===== config.mk =====
export PLATFORM = sky130hd
export DESIGN_NAME = multi_chan_fifo
export DESIGN_NICKNAME = d
export VERILOG_FILES = /design/src/rtl/multi_chan_fifo_pkg.sv /design/src/rtl/multi_chan_fifo_chan.sv /design/src/rtl/multi_chan_fifo.sv
export SDC_FILE = /design/constraint.sdc
export NUM_CORES = 1
export LEC_CHECK = 0
export CAP_MARGIN = 10
export CORE_ASPECT_RATIO = 2
export CORE_MARGIN = 2
export CORE_UTILIZATION = 45
export DETAILED_ROUTE_END_ITERATION = 10
export GPL_ROUTABILITY_DRIVEN = 0
export PLACE_DENSITY_LB_ADDON = 0.2
export SLEW_MARGIN = 20
export SYNTH_ARGS = -nofsm -noshare
export SYNTH_HDL_FRONTEND = slang
export SYNTH_SLANG_ARGS = --single-unit

===== constraint.sdc =====
create_clock -name clk -period 5.72 [get_ports clk]
set_input_delay 0.572 -clock clk [delete_from_list [all_inputs] [get_ports clk]]
set_output_delay 0.572 -clock clk [all_outputs]
set_load 0.01 [all_outputs]

===== src/rtl/multi_chan_fifo_pkg.sv =====
// Shared width helpers for the multi-channel FIFO.
// Everything here is constant-folded at elaboration.
package multi_chan_fifo_pkg;

    // Never returns 0, so a one-entry FIFO or a single channel still gets a 1-bit field.
    function automatic int safeClog2(input int value);
        return (value <= 2) ? 1 : $clog2(value);
    endfunction

    function automatic int calcChanWidth(input int numChannels);
        return (numChannels == 1) ? 1 : safeClog2(numChannels);
    endfunction

    function automatic int calcCountWidth(input int fifoDepth);
        return safeClog2(fifoDepth + 1);
    endfunction

    function automatic int calcPtrWidth(input int fifoDepth);
        return safeClog2(fifoDepth);
    endfunction

endpackage


===== src/rtl/multi_chan_fifo_chan.sv =====
// One first-word-fall-through channel.
// Storage entries sit behind a registered output word.
module fifo_chan
    import multi_chan_fifo_pkg::*;
#(
    parameter int DataWidth        = 32,
    parameter int FifoDepth        = 3,
    parameter int AlmostFullThresh = FifoDepth - 1,
    localparam int CountWidth      = calcCountWidth(FifoDepth),
    localparam int PtrWidth        = calcPtrWidth(FifoDepth)
) (
    input  logic                  clk,
    input  logic                  rst,
    input  logic                  pushAccept_i,
    input  logic                  flush_i,
    input  logic                  deq_i,
    input  logic [DataWidth-1:0]  dataIn_i,
    output logic                  dataValid_o,
    output logic [DataWidth-1:0]  dataOut_o,
    output logic                  full_o,
    output logic                  almostFull_o,
    output logic [CountWidth-1:0] count_o
);

    logic [DataWidth-1:0]  storage [FifoDepth];
    logic [PtrWidth-1:0]   headQ, headD, tailQ, tailD;
    logic [CountWidth-1:0] countQ, countD;
    logic                  validQ, validD;
    logic [DataWidth-1:0]  dataOutQ, dataOutD;
    logic                  loadOut, bypass, move, store;

    // Depth need not be a power of two, so wrap by compare.
    function automatic logic [PtrWidth-1:0] nextPtr(input logic [PtrWidth-1:0] ptr);
        return (ptr == PtrWidth'(FifoDepth - 1)) ? '0 : ptr + 1'b1;
    endfunction

    always_comb begin
        loadOut  = !validQ || deq_i;
        bypass   = pushAccept_i && (countQ == '0) && loadOut;
        move     = (countQ != '0) && loadOut;
        store    = pushAccept_i && !bypass;
        headD    = headQ;
        tailD    = tailQ;
        countD   = countQ;
        validD   = validQ;
        dataOutD = dataOutQ;

        if (flush_i) begin
            headD  = '0;
            tailD  = '0;
            countD = '0;
            validD = 1'b0;
        end else begin
            if (bypass) begin
                dataOutD = dataIn_i;
                validD   = 1'b1;
            end else if (move) begin
                dataOutD = storage[tailQ];
                validD   = 1'b1;
                tailD    = nextPtr(tailQ);
            end else if (deq_i) begin
                validD = 1'b0;
            end
            if (store) begin
                headD = nextPtr(headQ);
            end
            countD = countQ + CountWidth'(store) - CountWidth'(move);
        end
    end

    always_ff @(posedge clk) begin
        if (rst) begin
            headQ    <= '0;
            tailQ    <= '0;
            countQ   <= '0;
            validQ   <= 1'b0;
            dataOutQ <= '0;
        end else begin
            headQ    <= headD;
            tailQ    <= tailD;
            countQ   <= countD;
            validQ   <= validD;
            dataOutQ <= dataOutD;
        end
    end

    // Storage is deliberately left out of reset; pointers make stale words unreachable.
    always_ff @(posedge clk) begin
        if (!rst && !flush_i && store) begin
            storage[headQ] <= dataIn_i;
        end
    end

    assign dataValid_o  = validQ;
    assign dataOut_o    = dataOutQ;
    assign count_o      = countQ;
    assign full_o       = (countQ == CountWidth'(FifoDepth));
    assign almostFull_o = (int'(countQ) >= AlmostFullThresh);

endmodule


===== src/rtl/multi_chan_fifo.sv =====
// Multi-channel FIFO top: push decode, drop flag, and one fifo_chan per channel.
// The push path is shared; the pop, flush and status signals are per channel.
module multi_chan_fifo
    import multi_chan_fifo_pkg::*;
#(
    parameter int DataWidth        = 32,
    parameter int FifoDepth        = 3,
    parameter int NumChannels      = 4,
    parameter int AlmostFullThresh = FifoDepth - 1,
    localparam int ChanWidth       = calcChanWidth(NumChannels),
    localparam int CountWidth      = calcCountWidth(FifoDepth)
) (
    input  logic                              clk,
    input  logic                              rst,
    input  logic                              Push,
    input  logic [ChanWidth-1:0]              PushChan,
    input  logic [DataWidth-1:0]              DataIn,
    output logic                              PushDropped,
    input  logic [NumChannels-1:0]            Flush,
    input  logic [NumChannels-1:0]            Deq,
    output logic [NumChannels-1:0]            DataValid,
    output logic [NumChannels*DataWidth-1:0]  DataOut,
    output logic [NumChannels-1:0]            FifoFull,
    output logic [NumChannels-1:0]            AlmostFull,
    output logic [NumChannels*CountWidth-1:0] Count
);

    logic [NumChannels-1:0] pushAccept;
    logic                   pushDroppedQ, pushDroppedD;

    // An out-of-range PushChan matches no channel and so falls out as a drop.
    always_comb begin
        pushAccept = '0;
        for (int c = 0; c < NumChannels; c++) begin
            if (Push && (PushChan == ChanWidth'(c)) && !FifoFull[c] && !Flush[c]) begin
                pushAccept[c] = 1'b1;
            end
        end
        pushDroppedD = Push && (pushAccept == '0);
    end

    always_ff @(posedge clk) begin
        if (rst) begin
            pushDroppedQ <= 1'b0;
        end else begin
            pushDroppedQ <= pushDroppedD;
        end
    end

    assign PushDropped = pushDroppedQ;

    for (genvar c = 0; c < NumChannels; c++) begin : gChan
        fifo_chan #(
            .DataWidth        (DataWidth),
            .FifoDepth        (FifoDepth),
            .AlmostFullThresh (AlmostFullThresh)
        ) uChan (
            .clk          (clk),
            .rst          (rst),
            .pushAccept_i (pushAccept[c]),
            .flush_i      (Flush[c]),
            .deq_i        (Deq[c]),
            .dataIn_i     (DataIn),
            .dataValid_o  (DataValid[c]),
            .dataOut_o    (DataOut[c*DataWidth +: DataWidth]),
            .full_o       (FifoFull[c]),
            .almostFull_o (AlmostFull[c]),
            .count_o      (Count[c*CountWidth +: CountWidth])
        );
    end

endmodule


# ---- After elaboration in Yosys (flattened, before gate mapping)
# Memories as Yosys holds them, arrays and structs flattened. A register that Yosys moved wholly into a read port is not among the register bits.
# Index checks and enable logic that the tools add are counted.
dict set report word_totals {
  out_inout_bits 149
  mem_bits_rw 384
  word_cells 204
  regBits 157
  memories 4
  in_bits 45
}
# name words word_bits rd rd_ports_with_merged_regs write_ports line_no
set memory_table {}
lappend memory_table {{gChan[0].uChan.storage} 3 32 1 1 1 multi_chan_fifo_chan.sv:25} ;# logic [DataWidth-1:0] storage [FifoDepth];
lappend memory_table {{gChan[1].uChan.storage} 3 32 1 1 1 multi_chan_fifo_chan.sv:25}
lappend memory_table {{gChan[2].uChan.storage} 3 32 1 1 1 multi_chan_fifo_chan.sv:25}
lappend memory_table {{gChan[3].uChan.storage} 3 32 1 1 1 multi_chan_fifo_chan.sv:25}
dict set report op_classes {
  bitwise_logic 8
  eq_ne 15
  magnitude_cmp 4
  reduce_logical 88
  muxes 48
  add_sub_neg 16
}
# cell n
set ops {}
lappend ops {{$mux W32} 8}
lappend ops {{$logic_and A1 B1 Y1} 37}
lappend ops {{$mux W2} 16}
lappend ops {{$eq A2 B2 Y1 const B} 14}
lappend ops {{$mux W1} 24}
lappend ops {{$logic_not A1 Y1} 17}
lappend ops {{$add A2 B1 Y2 const B} 8}
lappend ops {{$reduce_and A2 Y1} 8}
lappend ops {{$reduce_bool A2 Y1} 8}
lappend ops {{$reduce_bool A3 Y1} 4}
lappend ops {{$logic_not A2 Y1} 5}
lappend ops {{$add A2 B1 Y2} 4}
lappend ops {{$ge A2 B2 Y1 const B} 4}
lappend ops {{$not A1 Y1} 8}
lappend ops {{$reduce_or A2 Y1} 4}
lappend ops {{$sub A2 B1 Y2} 4}
lappend ops {{$logic_not A4 Y1} 1}
lappend ops {{$logic_or A1 B1 Y1} 4}
lappend ops {{$eq A2 B1 Y1 const B} 1}

# ---- Longest topological paths before layout
# Gate-level depths: netlist of the first run.
dict set report depth {
  word_depth 12
  ltp_mapped 9
  ltp_nobuf 8
}

# ---- Hierarchy
# Synthesis of the first run repeated with hierarchy kept, for this count alone.
dict set report hier_totals {
  cells_unflattened 1723
  area_unflattened_um2 21775.9
}
# mod n_inst cells_per_inst area_each_um2 seq_area_each_um2
set modules_own_cells {}
lappend modules_own_cells {fifo_chan 4 428 5413.9 3703.6}
lappend modules_own_cells {multi_chan_fifo 1 11 120.1 20.0}

# ---- Worst setup path before layout of the first run
# Ideal clock, no wire load.
dict set report synth_timing {
  kind {input-to-reg}
  start {input port PushChan[0]}
  end {memory gChan[2].uChan.storage[2][0], enable pin}
  required_time_ps 5207
  setup_ps 513
  t_arrival_ps 4600
  cell_stages 3
  n_path_buf 0
  path_slack_ps 607
  cell_sequence {nor4bb_1 o211ai_1 nor4b_1}
}
dict set report synth_via {
  elab_chain_cells 12
}
# item line_no
set synth_lines {}
lappend synth_lines {{from (decl)} multi_chan_fifo.sv:16} ;# input logic [ChanWidth-1:0] PushChan,
lappend synth_lines {{$eq A2 B2 Y1 *} multi_chan_fifo.sv:35} ;# if (Push && (PushChan == ChanWidth'(c)) && !FifoFull[c] && !Flush[c]) begin
lappend synth_lines {{$logic_and A1 B1 Y1 * (3 in series)} multi_chan_fifo.sv:35}
lappend synth_lines {{$mux W1 *} multi_chan_fifo.sv:35}
lappend synth_lines {{$logic_and A1 B1 Y1 (2 in series)} multi_chan_fifo_chan.sv:39} ;# bypass = pushAccept_i && (countQ == '0) && loadOut;
lappend synth_lines {{$logic_not A1 Y1} multi_chan_fifo_chan.sv:41} ;# store = pushAccept_i && !bypass;
lappend synth_lines {{$logic_and A1 B1 Y1 *} multi_chan_fifo_chan.sv:41}
lappend synth_lines {{$logic_and A1 B1 Y1 *} multi_chan_fifo_chan.sv:89} ;# if (!rst && !flush_i && store) begin
lappend synth_lines {{$mux W1 *} multi_chan_fifo_chan.sv:89}
lappend synth_lines {{$mux W1 (implied by the code) *} multi_chan_fifo_chan.sv:90} ;# storage[headQ] <= dataIn_i;
lappend synth_lines {{to (decl)} multi_chan_fifo_chan.sv:25}
# Every way passes the cells marked *; elsewhere a longest branch is shown, timed or not.

# ---- Worst setup path after layout of the first run
dict set report layout_timing {
  start {input port Flush[0]}
  end {memory gChan[0].uChan.storage[1][11], enable pin}
}
dict set report layout_via {
  elab_chain_cells 10
  word_cells_on_any_way 11
  classes_between {3 x mux; 8 x reduce/logical}
}
# item line_no
set layout_lines {}
lappend layout_lines {{from (decl)} multi_chan_fifo.sv:19} ;# input logic [NumChannels-1:0] Flush,
lappend layout_lines {{$logic_not A1 Y1 *} multi_chan_fifo.sv:35}
lappend layout_lines {{$logic_and A1 B1 Y1 *} multi_chan_fifo.sv:35}
lappend layout_lines {{$mux W1 *} multi_chan_fifo.sv:35}
lappend layout_lines {{$logic_and A1 B1 Y1 (2 in series)} multi_chan_fifo_chan.sv:39}
lappend layout_lines {{$logic_not A1 Y1} multi_chan_fifo_chan.sv:41}
lappend layout_lines {{$logic_and A1 B1 Y1 *} multi_chan_fifo_chan.sv:41}
lappend layout_lines {{named net gChan[0].uChan.store} multi_chan_fifo_chan.sv:30} ;# logic loadOut, bypass, move, store;
lappend layout_lines {{$logic_and A1 B1 Y1 *} multi_chan_fifo_chan.sv:89}
lappend layout_lines {{$mux W1 *} multi_chan_fifo_chan.sv:89}
lappend layout_lines {{$mux W1 (implied by the code) *} multi_chan_fifo_chan.sv:90}
lappend layout_lines {{to (decl)} multi_chan_fifo_chan.sv:25}
# The timed path passes the listed nets; every way through them passes the cells marked *.

==> results of run 1 <==
layer usage:
layer  global-route usage  part of all wire  vias to the layer above
met2                0.381              0.52                      417
li1                     -                 -                     6538
met3               0.0298             0.052                      103
met4                0.103             0.049                        0
met5                    0                 0                        -
met1                0.249              0.37                     6556
flip-flops by register name, summed over array words and instances, names as in the netlist, named ones only:
signal / count
PushDropped: 1
gChan.uChan.tailQ: 8
gChan.uChan.count_o: 8
gChan.uChan.headQ: 8
gChan.uChan.dataOut_o: 128
gChan.uChan.storage: 384
gChan.uChan.dataValid_o: 4
per-stage QoR:
stage / cell area (um^2) / util / setup slack, ps / hold slack, ps
after floorplan: 21400 / - / 607 / 450
after global placement: 23800 / 0.509 / 2210 / 464
after detailed placement: 23800 / 0.509 / 2110 / 479
after CTS: 25400 / 0.542 / 2710 / 398
after global routing: 25400 / 0.543 / 2590 / 435
final: 25400 / 0.543 / 2700 / 436
worst paths after layout:
check                                   from  depth (start not counted)                            end
setup / recovery                    Flush[0]                          6  gChan[0].uChan.storage[1][11]
hold / removal                           rst                          2   gChan[3].uChan.dataOut_o[29]
setup reg to reg  gChan[2].uChan.dataValid_o                          4  gChan[2].uChan.storage[2][13]
hold reg to reg      gChan[0].uChan.tailQ[0]                          2                           flop
cells by family after synthesis:
| group | share of synthesized area |
|---|---|
| compound gates | 0.0932 |
| buf+inv | 0.0288 |
| flops | 0.695 |
| xor+xnor | 0.00328 |
| fa+ha+maj | 0.00469 |
| simple gates | 0.115 |
| mux | 0.0605 |
layout make-up:
class                   instances  area, um^2
flip-flops and latches        549       14800
inverters                      14        52.6
clock buffers                  68        1370
multi-input cells            1038        5980
fillers                      3988       21400
repair buffers                223        2150
clock inverters                20         201
well taps                     627         785
cell usage in the layout (no fill, tap or decap), types with 4 or more instances in the layout:
cell type	count
a311oi_1	128
edfxtp_1	384
nor2_1	150
nor2b_1	5
a211oi_4	4
dfxtp_1	159
or2_2	8
clkbuf_8	5
buf_4	31
xor2_1	4
clkbuf_16	50
o21ai_0	136
a21oi_1	12
clkinv_1	6
nand2_1	391
clkdlybuf4s50_1	192
nand2b_1	8
and2_1	4
clkinv_2	5
inv_1	14
nor3_1	4
ha_1	8
xnor2_1	4
mux2i_1	129
nand3b_1	6
clkbuf_1	13
power by group through the flow:
stage                     logic [uW]  clock network, uW  registers (uW)
final                            266               3230            4280
after global routing             288               3430            4280
after CTS                        272               3300            4280
after detailed placement         271                  0            4370
after global placement           266                  0            4370
after floorplan                 81.9                  0            4370
worst max-delay path, cell delays in order:
cell	delay, ps
clkdlybuf4s50_1	520
or4b_1	720
a211oi_1	660
nand3b_1	210
nor2_2	120
buf_4	410
==> flow_metrics.env, run 1 <==
export IMPL_status="completed"
export IMPL_coreArea_um2=46800
export IMPL_die_area_um2=49300
export IMPL_cts_root_buf="clkbuf_16"
export IMPL_fin_crit_ps=3020
export IMPL_synth_area_top_cells="edfxtp_1 54%, dfxtp_1 15%, nand2_1 6.9%"
export IMPL_arrival_ps=3230
export IMPL_syn_avg_cell_area_um2=12.3
export IMPL_yosys_register_bits=549
export IMPL_antenna_found_initial=0
export IMPL_holdBufCountCts=0
export IMPL_drt_wl_total_mm=52.5
export IMPL_post_cts_resized=0
export IMPL_finalPower_uw=7780
export IMPL_finalSetupTns_ps=0
export IMPL_area_delta_synth_final_pct=18.9
export IMPL_grt_usage=0.213
export IMPL_synth_common_cells="391 x nand2_1, 384 x edfxtp_1, 165 x dfxtp_1, 153 x nor2_1, 136 x o21ai_0"
export IMPL_cts_buffer_depth=3
export IMPL_swShare=0.207
export IMPL_synth_top_area_share=0.540
export IMPL_switchingPower_uw=1610
export IMPL_cp_start_kind="input port"
export IMPL_endpoint_kind="flop"
export IMPL_crit_type="in -> reg"
export IMPL_nets=1927
export IMPL_maxSlewViolCount=0
export IMPL_path_clk_slew_ps=70
export IMPL_post_cts_buffers=0
export IMPL_syn_inst=1733
export IMPL_drt_pass1_iter_count=5
export IMPL_fp_row_count=112
export IMPL_hold_viol=0
export IMPL_htree_levels=2
export IMPL_async_flop_share=0
export IMPL_maxCapViolCount=0
export IMPL_clock_fmax_mhz=331
export IMPL_combinationalPowerShare=0.034
export IMPL_grt_setup_unrepaired="no"
export IMPL_via_count=13614
export IMPL_pin_count=194
export IMPL_cts_buffers=48
export IMPL_cts_tree="done"
export IMPL_die_w_um=158
export IMPL_grt_pass1_wl_mm=79.4
export IMPL_io_buffers=193
export IMPL_cp_required_ps=5930
export IMPL_hold_path_class="in -> reg"
export IMPL_synthFlopType="edfxtp_1"
export IMPL_diodes=0
export IMPL_vias_per_cell=5.36
export IMPL_wl_per_cell_um=20.7
export IMPL_place_inst=2451
export IMPL_synth_edf_count=384
export IMPL_drt_iter0_markers=955
export IMPL_synthMostInstantiatedCell="nand2_1"
export IMPL_drc=0
export IMPL_clock_skew_ps=19.3
export IMPL_drive_above_1_share=0.0680
export IMPL_grt_overflow=0
export IMPL_final_cells=2539
export IMPL_grt_max_degree=65
export IMPL_internal_power_uw=6170
export IMPL_ys_seq_area_frac=0.695
export IMPL_dp_hpwl_mm=32.0
export IMPL_seqPwrFrac=0.550
export IMPL_ir_worst_vdd_mv=0.220
export IMPL_dieHeight_um=312
export IMPL_synth_top_area_cell="edfxtp_1"
export IMPL_ys_types=41
export IMPL_rrSetupSlack_ps=3190
export IMPL_syn_nets=1786
export IMPL_initial_utilization=0.456
export IMPL_post_route_period_util=0.528
export IMPL_ant_nets=0
export IMPL_insertion_delay_ps=580
export IMPL_cp_max_fo=32
export IMPL_slew_headroom=0.282
export IMPL_powerDensity_nw_per_um2=306
export IMPL_worst_pin_slew_ps=1080
export IMPL_numClockSinks=549
export IMPL_yosysWarningCount=0
export IMPL_setup_violations_final=0
export IMPL_netlist_area_um2=21400
export IMPL_power_frac_clock=0.415
export IMPL_grt_pass1_vias=13430
export IMPL_p_leak_uw=0.00792
Note: power is estimated with default switching activity, not from simulation.
==> run 2, diff against run 1 <==
==> constraint.sdc (replaced) <==
create_clock -name clk -period 2.75 [get_ports clk]
set_input_delay 0.275 -clock clk [delete_from_list [all_inputs] [get_ports clk]]
set_output_delay 0.275 -clock clk [all_outputs]
set_load 0.01 [all_outputs]
==> flow_metrics.env, run 2 (synthesis results as in run 1) <==
export IMPL_cpPeakStageDelay_ps=590
export IMPL_ir_worst_vdd_mv=0.511
export IMPL_grt_overflow=0
export IMPL_cts_buffer_depth=3
export IMPL_maxCapViolCount=0
export IMPL_internal_power_uw=13200
export IMPL_numClockSinks=549
export IMPL_swShare=0.202
export IMPL_switchingPower_uw=3340
export IMPL_multiInputGateArea_um2=6020
export IMPL_arrival_ps=1910
export IMPL_htree_levels=2
export IMPL_dp_hpwl_mm=34.3
export IMPL_diodes=0
export IMPL_setup_violations_final=0
export IMPL_crit_type="reg -> out"
export IMPL_worst_pin_slew_ps=878
export IMPL_drt_iter0_markers=813
export IMPL_cts_buffers=46
export IMPL_whs_ps=71.5
export IMPL_via_count=13891
export IMPL_seqPwrFrac=0.537
export IMPL_cp_required_ps=2480
export IMPL_grt_pass1_vias=13964
export IMPL_grt_pass1_wl_mm=81.2
export IMPL_fp_row_count=112
export IMPL_clock_skew_ps=14.9
export IMPL_dieHeight_um=312
export IMPL_dr_wl_met3_mm=2.44
export IMPL_slew_headroom=0.413
export IMPL_cp_cell_sequence="and2_1 -> clkdlybuf4s50_1"
export IMPL_grt_usage=0.219
export IMPL_top_layer_used="met4"
export IMPL_endpoint_kind="primary output"
export IMPL_nets=1967
export IMPL_p_leak_uw=0.00825
export IMPL_cts_tree="done"
export IMPL_hold_path_class="in -> reg"
export IMPL_clock_fmax_mhz=458
export IMPL_post_route_period_util=0.795
export IMPL_drt_wl_total_mm=53.5
export IMPL_holdBufCountCts=0
export IMPL_cpMaxStageDelayCell="clkdlybuf4s50_1"
export IMPL_grt_max_degree=121
export IMPL_pin_count=194
export IMPL_largest_register="gChan.uChan.storage"
export IMPL_powerDensity_nw_per_um2=635
export IMPL_antenna_found_initial=0
export IMPL_status="completed"
export IMPL_maxSlewViolCount=0
export IMPL_fin_crit_ps=2190
export IMPL_cp_max_fo=6
export IMPL_io_buffers=193
export IMPL_coreArea_um2=46800
export IMPL_combinationalPowerShare=0.037
export IMPL_power_frac_clock=0.426
export IMPL_nFillCells=3981
export IMPL_final_common_cell="nand2_1"
export IMPL_post_cts_buffers=0
export IMPL_drive_above_1_share=0.0922
export IMPL_wl_met2_mm=28.7
export IMPL_drc=0
export IMPL_vias_per_cell=5.39
export IMPL_drt_pass1_iter_count=7
export IMPL_path_clk_slew_ps=70
export IMPL_initial_utilization=0.456
export IMPL_finalSetupTns_ps=0
export IMPL_wl_per_cell_um=20.7
export IMPL_grt_setup_unrepaired="no"
export IMPL_die_area_um2=49300
export IMPL_cts_root_buf="clkbuf_16"
export IMPL_layout_common_cells="391 x nand2_1, 384 x edfxtp_1, 192 x clkdlybuf4s50_1"
export IMPL_cp_start_kind="flop"
export IMPL_hold_viol=0
export IMPL_area_delta_synth_final_pct=22.3
export IMPL_insertion_delay_ps=570
export IMPL_post_cts_resized=0
export IMPL_wl_met1_mm=20.1
export IMPL_regArea_um2=14800
export IMPL_largest_reg_flops=384
export IMPL_die_w_um=158
export IMPL_ant_nets=0
[run 2: cell types whose count changed in the layout (fill, tap and decap cells not counted), moves of 5 or more]
cell / previous run / this run
clkbuf_1: 13 / 5
bufinv_16: 3 / 9
clkinv_2: 5 / 10
dfxtp_2: 3 / 8
buf_4: 31 / 50
buf_12: 0 / 23
[run 2: worst max-delay path: cells and delay by family, from the launching register on]
family / cells / cell delay, ps
buf+inv: 1 / 590
simple gates: 1 / 320
flops: 1 / 450
[run 2: per-stage QoR]
stage / instance area [um^2] / util / worst slack (ps) / cells / total power (uW)
after floorplan: 21400 / - / -551 / 1733 / 9270
after global placement: 24500 / 0.523 / 165 / 2493 / 9690
after detailed placement: 24500 / 0.523 / 77.3 / 2493 / 9700
after CTS: 26100 / 0.558 / 495 / 2579 / 16700
after global routing: 26100 / 0.558 / 444 / 2579 / 17100
final: 26100 / 0.558 / 565 / 2579 / 16600
[run 2: power groups by stage]
stage | registers (uW) | clock network [uW] | logic [uW]
after floorplan | 9100 | 0 | 172
after global placement | 9090 | 0 | 603
after detailed placement | 9090 | 0 | 614
after CTS | 8900 | 7200 | 616
after global routing | 8900 | 7500 | 652
final | 8900 | 7060 | 607
[run 2: worst paths after layout]
path | startpoint | endpoint | slack, ps | depth (start not counted)
setup / recovery | gChan[3].uChan.count_o[1] | FifoFull[3] | 560 | 2
hold / removal | rst | gChan[1].uChan.dataOut_o[25] | 70 | 2
setup reg to reg | gChan[2].uChan.dataValid_o | gChan[2].uChan.storage[2][2] | 580 | 5
hold reg to reg | gChan[0].uChan.tailQ[0] | flop | 490 | 2
[run 2: layout make-up]
cell class	count	area share
repair buffers	265	0.106
multi-input cells	1038	0.231
well taps	627	0.0300
clock buffers	55	0.0482
inverters	14	0.00201
clock inverters	31	0.0150
flip-flops and latches	549	0.569
[run 2: per-layer routing]
layer	global-route usage	vias to the layer above
li1	-	6619
met3	0.0273	95
met1	0.249	6798
met2	0.405	379
met5	0	-
met4	0.0925	0
==> run 3, diff against run 2 <==
==> constraint.sdc (replaced) <==
create_clock -name clk -period 1.86 [get_ports clk]
set_input_delay 0.186 -clock clk [delete_from_list [all_inputs] [get_ports clk]]
set_output_delay 0.186 -clock clk [all_outputs]
set_load 0.01 [all_outputs]
==> flow_metrics.env, run 3 (synthesis results as in run 1) <==
export IMPL_largest_reg_flops=384
export IMPL_dp_hpwl_mm=35.9
export IMPL_initial_utilization=0.456
export IMPL_grt_max_degree=76
export IMPL_whs_ps=204
export IMPL_clock_skew_ps=10.0
export IMPL_path_clk_slew_ps=70
export IMPL_maxSlewViolCount=0
export IMPL_post_route_period_util=0.988
export IMPL_drt_pass1_iter_count=8
export IMPL_cp_start_kind="input port"
export IMPL_nets=2062
export IMPL_die_area_um2=49300
export IMPL_io_buffers=193
export IMPL_ir_worst_vdd_mv=0.629
export IMPL_coreArea_um2=46800
export IMPL_cp_required_ps=2330
export IMPL_worst_pin_slew_ps=644
export IMPL_drive_above_1_share=0.145
export IMPL_area_delta_synth_final_pct=27.7
export IMPL_cp_max_fo=8
export IMPL_hold_path_class="in -> reg"
export IMPL_final_common_cell="nand2_1"
export IMPL_htree_levels=2
export IMPL_antenna_found_initial=0
export IMPL_die_w_um=158
export IMPL_grt_usage=0.228
export IMPL_largest_register="gChan.uChan.storage"
export IMPL_insertion_delay_ps=560
export IMPL_grt_pass1_wl_mm=85.2
export IMPL_endpoint_kind="flop"
export IMPL_via_count=14508
export IMPL_arrival_ps=2300
export IMPL_cts_root_buf="clkbuf_16"
export IMPL_maxCapViolCount=0
export IMPL_finalSetupTns_ps=0
export IMPL_fp_row_count=112
export IMPL_place_inst=2567
export IMPL_cts_buffer_depth=3
export IMPL_wl_per_cell_um=21.0
export IMPL_diodes=0
export IMPL_nFillCells=3858
export IMPL_layout_common_cells="390 x nand2_1, 384 x edfxtp_1, 185 x clkdlybuf4s50_1"
export IMPL_rrSetupSlack_ps=50
export IMPL_drt_wl_total_mm=56.2
export IMPL_status="completed"
export IMPL_utilization=0.583
export IMPL_drt_iter0_markers=872
export IMPL_final_cells=2673
export IMPL_vias_per_cell=5.43
export IMPL_cts_buffers=47
export IMPL_grt_setup_unrepaired="yes"
export IMPL_hold_viol=0
export IMPL_drc=0
export IMPL_fin_crit_ps=1840
export IMPL_cts_tree="done"
export IMPL_numClockSinks=549
export IMPL_clock_fmax_mhz=544
export IMPL_setup_violations_final=0
export IMPL_grt_overflow=0
export IMPL_pin_count=194
export IMPL_crit_type="in -> reg"
export IMPL_grt_pass1_vias=14621
export IMPL_slew_headroom=0.569
export IMPL_p_leak_uw=0.00885
export IMPL_ant_nets=0
export IMPL_dieHeight_um=312
export IMPL_powerDensity_nw_per_um2=899
## run 3: cell types whose count changed in the layout (fill, tap and decap cells not counted), moves of 4 or more
| cell | previous run | this run |
|---|---|---|
| a311oi_2 | 0 | 7 |
| clkbuf_1 | 5 | 15 |
| clkinv_2 | 10 | 3 |
| buf_12 | 23 | 40 |
| buf_4 | 50 | 115 |
| clkdlybuf4s50_1 | 192 | 185 |
| buf_6 | 0 | 5 |
| dlygate4sd2_1 | 0 | 6 |
| dfxtp_1 | 157 | 152 |
| buf_16 | 0 | 4 |
| a311oi_1 | 128 | 121 |
## run 3: per-stage QoR
stage                     setup slack, ps  power (uW)  area (um^2)
after floorplan                      -714       13700        21500
after global placement               -597       14400        25300
after detailed placement             -689       14400        25300
after CTS                           -19.3       24700        27200
after global routing                -9.21       25200        27300
final                                21.6       24500        27300
## run 3: repair_timing
action | CTS | global route
gates cloned | 5 | 1
setup endpoints to repair | 70 | 34
buffers inserted | 8 | 5
pin swaps | 4 | 8
gates resized for setup | 22 | 12
endpoints found under the hold margin | 6 | 0
hold buffers | 1 | 0
## run 3: final timing paths
path | start | endpoint | cells past startpoint
setup reg to reg | gChan[1].uChan.count_o[1] | gChan[1].uChan.storage[0][6] | 4
setup / recovery | PushChan[0] | gChan[0].uChan.dataOut_o[18] | 10
hold reg to reg | gChan[3].uChan.tailQ[0] | gChan[3].uChan.tailQ[1] | 2
hold / removal | Push | PushDropped | 3
## run 3: layout make-up
| type | count | area, um^2 | share of cell area |
|---|---|---|---|
| Sequential cell | 549 | 14900 | 0.545 |
| Multi-Input combinational cell | 1038 | 6140 | 0.225 |
| Timing Repair Buffer | 359 | 3810 | 0.140 |
| Clock buffer | 70 | 1390 | 0.0509 |
| Tap cell | 627 | 785 | 0.0288 |
| Clock inverter | 16 | 239 | 0.00876 |
| Inverter | 14 | 52.6 | 0.00193 |
## run 3: power breakdown
group | internal (uW) | switching [uW] | total (uW)
Combinational | 426 | 595 | 1020
Sequential | 13100 | 51.8 | 13200
Clock | 6020 | 4330 | 10300
Total | 19500 | 4980 | 24500
## run 3: worst max-delay path, cell delays in order
cell           delay, ps
dlygate4sd2_1        270
or4b_4               570
buf_12               150
buf_4                130
a211oi_4             210
buf_6                190
buf_4                140
buf_16               140
nor2_1                60
a311oi_2             250
## run 3: routing by layer
| layer | GRT usage | share of wire | up-vias |
|---|---|---|---|
| met2 | 0.418 | 0.53 | 441 |
| met3 | 0.0276 | 0.046 | 111 |
| met1 | 0.266 | 0.38 | 7144 |
| li1 | - | - | 6812 |
| met4 | 0.0948 | 0.041 | 0 |
| met5 | 0 | 0 | - |
==> variant (flow settings as in run 3) <==
Take the reset off `dataOutQ` and load it in a clocked block of its own.
--- a/src/rtl/multi_chan_fifo_chan.sv
+++ b/src/rtl/multi_chan_fifo_chan.sv
@@ -75,5 +75,4 @@
             countQ   <= '0;
             validQ   <= 1'b0;
-            dataOutQ <= '0;
         end else begin
             headQ    <= headD;
@@ -81,6 +80,9 @@
             countQ   <= countD;
             validQ   <= validD;
-            dataOutQ <= dataOutD;
         end
+    end
+
+    always_ff @(posedge clk) begin
+        dataOutQ <= dataOutD;
     end
 
Behaviour: not the same (a bounded check fails within 4 cycles, from zero or initial values and one cycle with rst high).
==> variant against run 3 <==
  * Non-clock buffer count down 36
  * Area after synthesis increased by 0.57%
  * Final area fell by 0.94%
  * Total power is 3.6% lower
  * Synthesized cell count is 25% lower
  * Sequential share of layout area is 5.3 points higher
  * Routed wire length shrank 14%
  * Hold slack improved by 0.12 ns
  * Worst setup slack worse by 0.039 ns
  * Maximum frequency shrank 2.1%
  * Combinational power fell by 30%
  * First-iteration DRC count fell by 9.7%
  * Sequential cell count is the same
  * The run now ends with setup timing left
==> variant: results (changes against run 3) <==
outcome: finished with violations (was complete, no violations)
failing checks: setup timing
Sw Pwr: 4.622 mW (was 4.975 mW)
Peak supply drop: 0.0006136 V (was 0.0006287 V)
share of layout cells above drive strength 1: 23.55% (was 14.47%)
number of global-route vias before repair: 11890 (was 14620)
Final setup viols: 16 (was 0)
Synth Net Count: 1354 (was 1786)
Starting DRT DRC Count: 787 (was 872)
worst r2r src: gChan[0].uChan.count_o[1] (was gChan[1].uChan.count_o[1])
placed wire-length estimate: 29910 um (was 35900 um)
CTS Buf Count: 45 (was 47)
Critical Path Start: Flush[0] (was PushChan[0])
number of buffers added on ports: 193 (unchanged)
final net count: 1648 (was 2062)
xor and xnor area share after synthesis: 0.2039% (was 0.3281%)
largest net degree at the start of global routing: 65 (was 76)
Setup Skew: 0.009296 ns (was 0.01005 ns)
final worst setup slack: -0.01766 ns (was 0.02162 ns)
post-synthesis mux area share: 13.48% (was 6.047%)
first-pass GRT wire length: 70620 um (was 85160 um)
number of synthesized flops with an enable pin: 512 (was 384)
Arr. time, crit path: 2.15 ns (was 2.30 ns)
Placement Cell Area: 25350 um2 (was 25280 um2)
fillcell total: 3646 (was 3858)
top cells by instance count after synthesis: edfxtp_1 (512), nand2_1 (144), o21ai_0 (136) (was nand2_1 (391), edfxtp_1 (384), dfxtp_1 (165))
synth top area cells: edfxtp_1 (72%), mux2i_1 (6.2%), mux2_2 (5.1%) (was edfxtp_1 (54%), dfxtp_1 (15%), nand2_1 (6.9%))
Synth Area in Adders: 0.4661% (was 0.4688%)
Compound-Gate Fraction of Synth Area: 3.880% (was 9.323%)
first-pass detailed-route iteration total: 4 (was 8)
CP max FO: 8 (unchanged)
Slew @ Worst Pin: 0.3849 ns (was 0.6444 ns)
Via density: 5.158 (was 5.428)
delay of the slowest critical-path stage: 0.54 ns (was 0.57 ns)
wire length per cell: 21.33 um (was 21.03 um)
All-Layer GR Usage: 19.17% (was 22.80%)
CP max-delay cell: clkdlybuf4s50_1 (was or4b_4)
variant: cell count changes in the layout (fill, tap and decap cells not counted), sizes merged, moves of 5 or more:
cell,change
nand2,-247
nor2,-133
a311oi,-128
dfxtp,-128
edfxtp,+128
mux2,+128
buf,-38
clkbuf,-13
clkinv,+8
mux2i,+5
or4,+5
variant: logic make-up (layout without fill, tap and decap cells):
| group | after synthesis | after routing |
|---|---|---|
| buffers and inverters | 94 | 419 |
| flip-flops | 549 | 549 |
| adder cells (fa/ha/maj) | 8 | 8 |
| multiplexers | 262 | 262 |
| AO/OA/AOI/OAI | 159 | 159 |
| XOR/XNOR | 5 | 5 |
| AND/OR/NAND/NOR | 224 | 224 |
variant: power by group through the flow:
stage | Sequential (mW) | Clock [mW] | Combinational [mW]
final | 13.5 | 9.44 | 0.711
after global routing | 13.5 | 10.0 | 0.751
after CTS | 13.5 | 9.64 | 0.719
after detailed placement | 13.8 | 0 | 0.715
after global placement | 13.8 | 0 | 0.707
after floorplan | 13.8 | 0 | 0.164
variant: final cells by class:
cell class | count | area [um2] | share of cell area (%)
multi-input cells | 658 | 5184 | 19.19
inverters | 18 | 67.56 | 0.2501
flip-flops and latches | 549 | 16150 | 59.76
well taps | 632 | 790.8 | 2.927
clock inverters | 24 | 221.5 | 0.8197
repair buffers | 323 | 3385 | 12.53
clock buffers | 54 | 1222 | 4.525
variant: path summary, 6_finish.rpt:
kind                                                       to  slack (ns)  depth (start not counted)
worst max register to register  gChan[0].uChan.storage[2][28]        0.05                          7
worst max-delay path            gChan[0].uChan.storage[2][28]       -0.02                          7
worst min-delay path            gChan[0].uChan.storage[1][26]        0.33                          1
worst min register to register        gChan[1].uChan.headQ[0]        0.48                          2
variant: repair_timing:
action,in CTS,in global routing
gates resized for setup,7,15
buffers inserted,2,6
pin swaps,3,7
endpoints found under the setup margin,70,100
cloned,0,5
variant: through the flow:
stage / instances / worst slack [ns] / power [mW] / TNS, ns
floorplan: 1301 / -0.5968 / 13.94 / -154.15
global placement: 2167 / -0.6089 / 14.47 / -241.16
detailed placement: 2167 / -0.6284 / 14.48 / -254.02
CTS: 2247 / -0.03342 / 23.85 / -0.7815
global route: 2258 / -0.03133 / 24.29 / -0.4351
finish: 2258 / -0.01766 / 23.64 / -0.2243
variant: routing by layer:
layer	routed length [um]	global-route usage, %	vias to the layer above
met5	0	0	-
li1	-	-	5485
met4	2443	9.337	0
met3	1680	1.922	92
met1	18600	22.84	5774
met2	25430	34.28	295
variant: worst register-to-register path: stages, from the launching register on:
cell and delay (ns):
dfxtp_2 0.32, buf_4 0.15, nand2_2 0.10, o211ai_1 0.13, buf_4 0.18, nor4b_4 0.28
buf_6 0.19, clkbuf_16 0.19
